`config.mk`:
```
export PLATFORM = sky130hd
export DESIGN_NAME = sa_2x2_feeder
export DESIGN_NICKNAME = d
export VERILOG_FILES = /design/src/rtl/sa_pkg.sv /design/src/rtl/sa_operand_store.sv /design/src/rtl/sa_2x2_feeder.sv
export SDC_FILE = /design/constraint.sdc
export NUM_CORES = 1
export LEC_CHECK = 0
export CAP_MARGIN = 20
export CORE_MARGIN = 3
export CORE_UTILIZATION = 30
export DETAILED_ROUTE_END_ITERATION = 10
export GPL_ROUTABILITY_DRIVEN = 1
export SLEW_MARGIN = 25
export SYNTH_ARGS = -nofsm -noshare
export SYNTH_HDL_FRONTEND = slang
export SYNTH_HIERARCHICAL = 1
export SYNTH_SLANG_ARGS = --single-unit
```
`constraint.sdc`:
```
create_clock -name clk_i -period 5.05 [get_ports clk_i]
set_clock_uncertainty 0.2 [all_clocks]
set_input_delay 0.505 -clock clk_i [delete_from_list [all_inputs] [get_ports clk_i]]
set_output_delay 0.505 -clock clk_i [all_outputs]
set_load 0.02 [all_outputs]
```
`src/rtl/sa_pkg.sv`:
```
// Shared types and constants for the 2x2 systolic-array operand feeder.
package sa_pkg;

   localparam int unsigned A_DIM   = 4;
   localparam int unsigned K_DIM   = 3;
   localparam int unsigned N_STEPS = 9;
   localparam int unsigned STEP_W  = 4;

   typedef enum logic [2:0] {
      StIdle,
      StClr,
      StStream,
      StFlush,
      StDone
   } sa_state_e;

endpackage

```
`src/rtl/sa_operand_store.sv`:
```
// Operand register file: 16-entry A tile and 9-entry B kernel, one write port,
// a 2x2 A window read at a base address and one B read.
module sa_operand_store
   import sa_pkg::*;
#(
   parameter int unsigned DATA_W = 8
) (
   input  logic              clk_i,
   input  logic              rst_ni,
   input  logic              wr_en_i,
   input  logic              wr_sel_i,
   input  logic [3:0]        wr_addr_i,
   input  logic [DATA_W-1:0] wr_data_i,
   input  logic [3:0]        a_base_i,
   input  logic [3:0]        b_addr_i,
   output logic [DATA_W-1:0] a_11_o,
   output logic [DATA_W-1:0] a_12_o,
   output logic [DATA_W-1:0] a_21_o,
   output logic [DATA_W-1:0] a_22_o,
   output logic [DATA_W-1:0] b_o
);

   logic [DATA_W-1:0] a_q [A_DIM*A_DIM];
   logic [DATA_W-1:0] b_q [K_DIM*K_DIM];

   logic [3:0] a12_addr, a21_addr, a22_addr;

   always_ff @(posedge clk_i or negedge rst_ni) begin
      if (!rst_ni) begin
         for (int i = 0; i < int'(A_DIM * A_DIM); i++) a_q[i] <= '0;
         for (int i = 0; i < int'(K_DIM * K_DIM); i++) b_q[i] <= '0;
      end else if (wr_en_i) begin
         if (!wr_sel_i) begin
            a_q[wr_addr_i] <= wr_data_i;
         end else if (wr_addr_i <= 4'(K_DIM * K_DIM - 1)) begin
            b_q[wr_addr_i] <= wr_data_i;
         end
      end
   end

   always_comb begin
      a12_addr = a_base_i + 4'd1;
      a21_addr = a_base_i + 4'(A_DIM);
      a22_addr = a_base_i + 4'(A_DIM + 1);
   end

   assign a_11_o = a_q[a_base_i];
   assign a_12_o = a_q[a12_addr];
   assign a_21_o = a_q[a21_addr];
   assign a_22_o = a_q[a22_addr];
   assign b_o    = b_q[b_addr_i];

endmodule

```
`src/rtl/sa_2x2_feeder.sv`:
```
// Operand sequencer for the 2x2 systolic PE array: CLR, 9 sliding-window steps, FLUSH, DONE.
// Define SA_FEEDER_STALL_EN to add the stall_i input that freezes the stream.
module sa_2x2_feeder
   import sa_pkg::*;
#(
   parameter int unsigned DATA_W = 8
) (
   input  logic              clk_i,
   input  logic              rst_ni,
   input  logic              wr_en_i,
   input  logic              wr_sel_i,
   input  logic [3:0]        wr_addr_i,
   input  logic [DATA_W-1:0] wr_data_i,
   input  logic              start_i,
`ifdef SA_FEEDER_STALL_EN
   input  logic              stall_i,
`endif
   output logic              busy_o,
   output logic              done_o,
   output logic              acc_clr_o,
   output logic              op_valid_o,
   output logic [DATA_W-1:0] a_11_o,
   output logic [DATA_W-1:0] a_12_o,
   output logic [DATA_W-1:0] a_21_o,
   output logic [DATA_W-1:0] a_22_o,
   output logic [DATA_W-1:0] b_bcast_o,
   output logic [STEP_W-1:0] step_o
);

   sa_state_e state_q, state_d;
   logic [STEP_W-1:0] k_q, k_d;

   logic              busy_q, busy_d;
   logic              done_q, done_d;
   logic              clr_q, clr_d;
   logic              vld_q, vld_d;
   logic [DATA_W-1:0] a11_q, a11_d, a12_q, a12_d, a21_q, a21_d, a22_q, a22_d;
   logic [DATA_W-1:0] b_q, b_d;
   logic [STEP_W-1:0] step_q, step_d;

   logic              stall;
   logic              idle_ok;
   logic [3:0]        row, col, a_base, b_addr;
   logic [DATA_W-1:0] rd_a11, rd_a12, rd_a21, rd_a22, rd_b;

`ifdef SA_FEEDER_STALL_EN
   assign stall = stall_i;
`else
   assign stall = 1'b0;
`endif

   // Outputs lag the state by one cycle, so the DONE cycle is still visibly busy.
   assign idle_ok = (state_q == StIdle) && !busy_q;

   always_comb begin
      row    = (k_q >= 4'd6) ? 4'd2 : (k_q >= 4'd3) ? 4'd1 : 4'd0;
      col    = k_q - (row + row + row);
      a_base = (row << 2) + col;
      // Reverse kernel walk: B[2-r][2-c] collapses to index 8-k.
      b_addr = 4'(N_STEPS - 1) - k_q;
   end

   sa_operand_store #(
      .DATA_W (DATA_W)
   ) u_store (
      .clk_i     (clk_i),
      .rst_ni    (rst_ni),
      .wr_en_i   (wr_en_i && idle_ok),
      .wr_sel_i  (wr_sel_i),
      .wr_addr_i (wr_addr_i),
      .wr_data_i (wr_data_i),
      .a_base_i  (a_base),
      .b_addr_i  (b_addr),
      .a_11_o    (rd_a11),
      .a_12_o    (rd_a12),
      .a_21_o    (rd_a21),
      .a_22_o    (rd_a22),
      .b_o       (rd_b)
   );

   always_comb begin
      state_d = state_q;
      k_d     = '0;
      busy_d  = (state_q != StIdle);
      done_d  = 1'b0;
      clr_d   = 1'b0;
      vld_d   = 1'b0;
      a11_d   = '0;
      a12_d   = '0;
      a21_d   = '0;
      a22_d   = '0;
      b_d     = '0;
      step_d  = '0;
      unique case (state_q)
         StIdle: begin
            if (start_i && !busy_q) state_d = StClr;
         end
         StClr: begin
            clr_d   = 1'b1;
            state_d = StStream;
         end
         StStream: begin
            if (stall) begin
               k_d    = k_q;
               a11_d  = a11_q;
               a12_d  = a12_q;
               a21_d  = a21_q;
               a22_d  = a22_q;
               b_d    = b_q;
               step_d = step_q;
            end else begin
               vld_d  = 1'b1;
               a11_d  = rd_a11;
               a12_d  = rd_a12;
               a21_d  = rd_a21;
               a22_d  = rd_a22;
               b_d    = rd_b;
               step_d = k_q;
               if (k_q == 4'(N_STEPS - 1)) begin
                  state_d = StFlush;
               end else begin
                  k_d = k_q + 4'd1;
               end
            end
         end
         StFlush: begin
            state_d = StDone;
         end
         StDone: begin
            done_d  = 1'b1;
            state_d = StIdle;
         end
         default: begin
            state_d = StIdle;
         end
      endcase
   end

   always_ff @(posedge clk_i or negedge rst_ni) begin
      if (!rst_ni) begin
         state_q <= StIdle;
         k_q     <= '0;
         busy_q  <= 1'b0;
         done_q  <= 1'b0;
         clr_q   <= 1'b0;
         vld_q   <= 1'b0;
         a11_q   <= '0;
         a12_q   <= '0;
         a21_q   <= '0;
         a22_q   <= '0;
         b_q     <= '0;
         step_q  <= '0;
      end else begin
         state_q <= state_d;
         k_q     <= k_d;
         busy_q  <= busy_d;
         done_q  <= done_d;
         clr_q   <= clr_d;
         vld_q   <= vld_d;
         a11_q   <= a11_d;
         a12_q   <= a12_d;
         a21_q   <= a21_d;
         a22_q   <= a22_d;
         b_q     <= b_d;
         step_q  <= step_d;
      end
   end

   assign busy_o     = busy_q;
   assign done_o     = done_q;
   assign acc_clr_o  = clr_q;
   assign op_valid_o = vld_q;
   assign a_11_o     = a11_q;
   assign a_12_o     = a12_q;
   assign a_21_o     = a21_q;
   assign a_22_o     = a22_q;
   assign b_bcast_o  = b_q;
   assign step_o     = step_q;

endmodule

```
==> impl_metrics.py <==
metrics = {
    "status": {
        "status": "complete, no violations",
    },
    "clock_network": {
        "root_buffer": "clkbuf_16",
        "cts.sinks": 255,
        "htreeDepth": 1,
        "clk_pin_slew_ps": 60,
        "numCtsBuffers": 26,
        "cts_max_path_buffers": 3,
        "post_cts_buffers": 0,
        "cts_tree": "yes",
        "clk_latency_ps": 540,
    },
    "setup_path": {
        "critPathArrivalTime_ps": 4600,
        "r2r_slack_ps": 670,
        "cp_max_fo": 18,
        "r2r_end": "a_12_o[4]",
        "rr_startpoint": "k_q[0]",
        "cp-end-kind": "flop",
        "start_kind": "flop",
        "critPathKind": "reg -> reg",
        "reg2reg_depth": 11,
        "worst-endpoint-required_ps": 5270,
    },
    "die": {
        "start_util": 0.307,
        "die_area_um2": 45800,
        "die_w_um": 214,
        "die_h_um": 214,
        "io_pins": 65,
        "core_um2": 42300,
        "num_rows": 75,
    },
    "grt": {
        "track_usage": 0.129,
        "grt_max_degree": 125,
        "grt_pass1_wl_um": 47500,
        "antenna_found_initial": 4,
        "grt_overflow_total": 0,
        "grt_pass1_vias": 7785,
    },
    "timing": {
        "finalHoldViolCount": 0,
        "drv_slew": 0,
        "tightest_slew_ps": 983,
        "fin_tns_setup_ps": 0,
        "setup_violations": 0,
        "finalCritPeriodShare": 0.868,
        "timing.hold.ws_ps": 283,
        "relSlewSlack": 0.343,
        "fin_crit_ps": 4380,
        "clock.fmax_ghz": 0.228,
        "worst_slack_ps": 666,
        "rsz0062_at_grt": "no",
    },
    "yosys": {
        "yosys_register_bits": 255,
        "synth_edf_count": 0,
        "yosysSeqAreaShare": 0.492,
        "synth_nets": 873,
        "post_synth_num_cell_types": 55,
        "yosysWarnings": 6,
        "synth_cells": 848,
        "synthesis.area_um2": 13000,
        "syn-mean-instance-area_um2": 15.3,
        "yosys_most_used_dff": "dfrtp_1",
        "async_reset_ff_frac": 1.00,
    },
    "placed_design": {
        "hpwlAfterDp_um": 19900,
        "port_buffers": 64,
        "dp.cells": 1439,
        "place.gp.congestion": 0.750,
        "pre_cts_ws_ps": 634,
    },
    "finish": {
        "nFillCells": 4036,
        "antenna_cells": 0,
        "drive_above_1_share": 0.400,
        "area_growth_pct": 15.2,
        "fin_nets": 916,
        "fin_util": 0.353,
        "instances_no_fill": 1487,
    },
    "route": {
        "drtIter0Drc": 468,
        "drc": 0,
        "routed-via-count": 7393,
        "routedWlPerCell_um": 19.9,
        "route.detailed.vias_per_inst": 4.97,
        "dr.pass1.iters": 4,
        "detail-route-antenna-nets": 0,
        "wl_um": 29600,
    },
    "worst_hold_path": {
        "hp-start": "u_store/b_q[23]",
        "hold_end": "u_store/b_q[23]",
        "holdCritPathClass": "reg -> reg",
        "min_path_cells": 1,
    },
    "power_and_ir_drop": {
        "leakage_nw": 6.57,
        "power.density_nw_per_um2": 500,
        "ir_drop_uv": 201,
    },
    "flow_run": {
        "max-cap-violations": 0,
    },
}
worst max-delay path, cell delays in order (launching register included):
cell      delay (ps)
dfrtp_1          340
buf_4            300
ha_1             250
nand2b_1          90
a21oi_1          280
ha_1             300
fa_1             510
xor2_4           660
buf_12           270
xor2_2           510
mux4_2           390
and2_1           150
per-layer routing:
| layer | GRT usage | wire [µm] | up-vias |
|---|---|---|---|
| met5 | 0 | 57 | - |
| met4 | 0.0328 | 504 | 8 |
| met3 | 0.0191 | 1390 | 41 |
| met2 | 0.206 | 13700 | 140 |
| met1 | 0.186 | 13900 | 3944 |
| li1 | - | - | 3260 |
where the power goes:
| part | leakage [nW] | switching, mW | internal [mW] | total, mW |
|---|---|---|---|---|
| sequential | 3.48 | 0.252 | 2.44 | 2.70 |
| clock | 0.410 | 0.793 | 1.06 | 1.86 |
| combinational | 2.68 | 1.43 | 1.49 | 2.92 |
kinds of logic (layout without fill, tap and decap cells):
logic type	count (synthesis)	after routing	share of synthesized area
simple gates	124	124	0.0619
mux	361	361	0.387
xor+xnor	6	6	0.00579
compound gates	27	27	0.0145
flops	255	255	0.492
fa+ha+maj	8	8	0.00829
buf+inv	67	129	0.0304
repair_timing:
item | in CTS | in global routing
hold buffers | 1 | 0
hold endpoints to repair | 82 | 0
gates resized for setup | 0 | 0
flip-flops by register name, indices dropped and copies added, names as in the netlist:
register / cells
a_11_o: 8
a_12_o: 8
a_21_o: 8
a_22_o: 8
acc_clr_o: 1
b_bcast_o: 8
busy_o: 1
done_o: 1
k_q: 4
op_valid_o: 1
state_q: 3
step_o: 4
u_store/a_q: 128
u_store/b_q: 72
cells in the mapped netlist (2+ instances only):
library cell,count,area [µm²]
o31ai_1,9,67.6
inv_1,2,7.51
a21oi_1,3,15.0
nand2_1,22,82.6
mux2_1,23,259
or3_1,2,12.5
and2_1,44,275
buf_2,22,110
o22ai_1,8,50.1
mux2i_1,56,561
nand2b_1,5,31.3
nor2_1,13,48.8
buf_8,2,30.0
buf_1,3,11.3
nor2b_1,5,31.3
nand3_1,2,10.0
clkbuf_1,24,90.1
xor2_1,2,17.5
xnor2_2,2,32.5
nand4b_1,2,17.5
and3_1,4,25.0
mux2_2,186,2090
buf_6,8,90.1
mux4_2,86,1940
buf_4,4,30.0
ha_1,7,87.6
nor3b_1,3,22.5
nor3b_4,4,75.1
mux2_4,8,120
and4bb_1,2,25.0
dfrtp_1,255,6380
mux4_1,2,52.6
nor2_2,2,12.5
nand3b_1,4,30.0
nor4b_2,2,30.0
area by class of cell:
class	instances	area, µm²	share of cell area
Sequential cell	255	6380	0.427
Clock buffer	39	781	0.0522
Inverter	2	7.51	0.000502
Timing Repair Buffer	80	776	0.0519
Multi-Input combinational cell	526	6240	0.417
Tap cell	577	722	0.0483
Clock inverter	8	42.5	0.00285
how the worst max path moves through the flow:
stage | slack (ps) | to | from | depth (start not counted)
floorplan | 1300 | a_22_o[0] | k_q[0] | 12
finish | 670 | a_12_o[4] | k_q[0] | 11
detailed placement | 630 | a_12_o[7] | k_q[0] | 11
global placement | 710 | a_12_o[2] | k_q[0] | 11
CTS | 620 | a_12_o[7] | k_q[0] | 11
global route | 440 | a_12_o[6] | k_q[0] | 11
through the flow:
stage / cell area [µm²] / total power [mW]
5_1_grt: 14900 / 7.89
4_1_cts: 15000 / 7.55
3_5_place_dp: 14100 / 5.67
6_report: 14900 / 7.47
3_3_place_gp: 14100 / 5.62
2_1_floorplan: 13000 / 4.94
layout by cell type, fill, tap and decap left out, types with 6 or more instances in the layout:
| cell | count |
|---|---|
| nand2_1 | 22 |
| clkdlybuf4s50_1 | 57 |
| and2_1 | 44 |
| clkinv_2 | 7 |
| mux2_4 | 8 |
| nor2_1 | 13 |
| dfrtp_1 | 255 |
| clkbuf_8 | 6 |
| mux4_2 | 86 |
| mux2_1 | 23 |
| buf_4 | 12 |
| o31ai_1 | 9 |
| clkbuf_1 | 6 |
| mux2i_1 | 56 |
| o22ai_1 | 8 |
| clkbuf_16 | 27 |
| mux2_2 | 186 |
| buf_2 | 6 |
No activity file was read; power rests on OpenSTA's default activity.
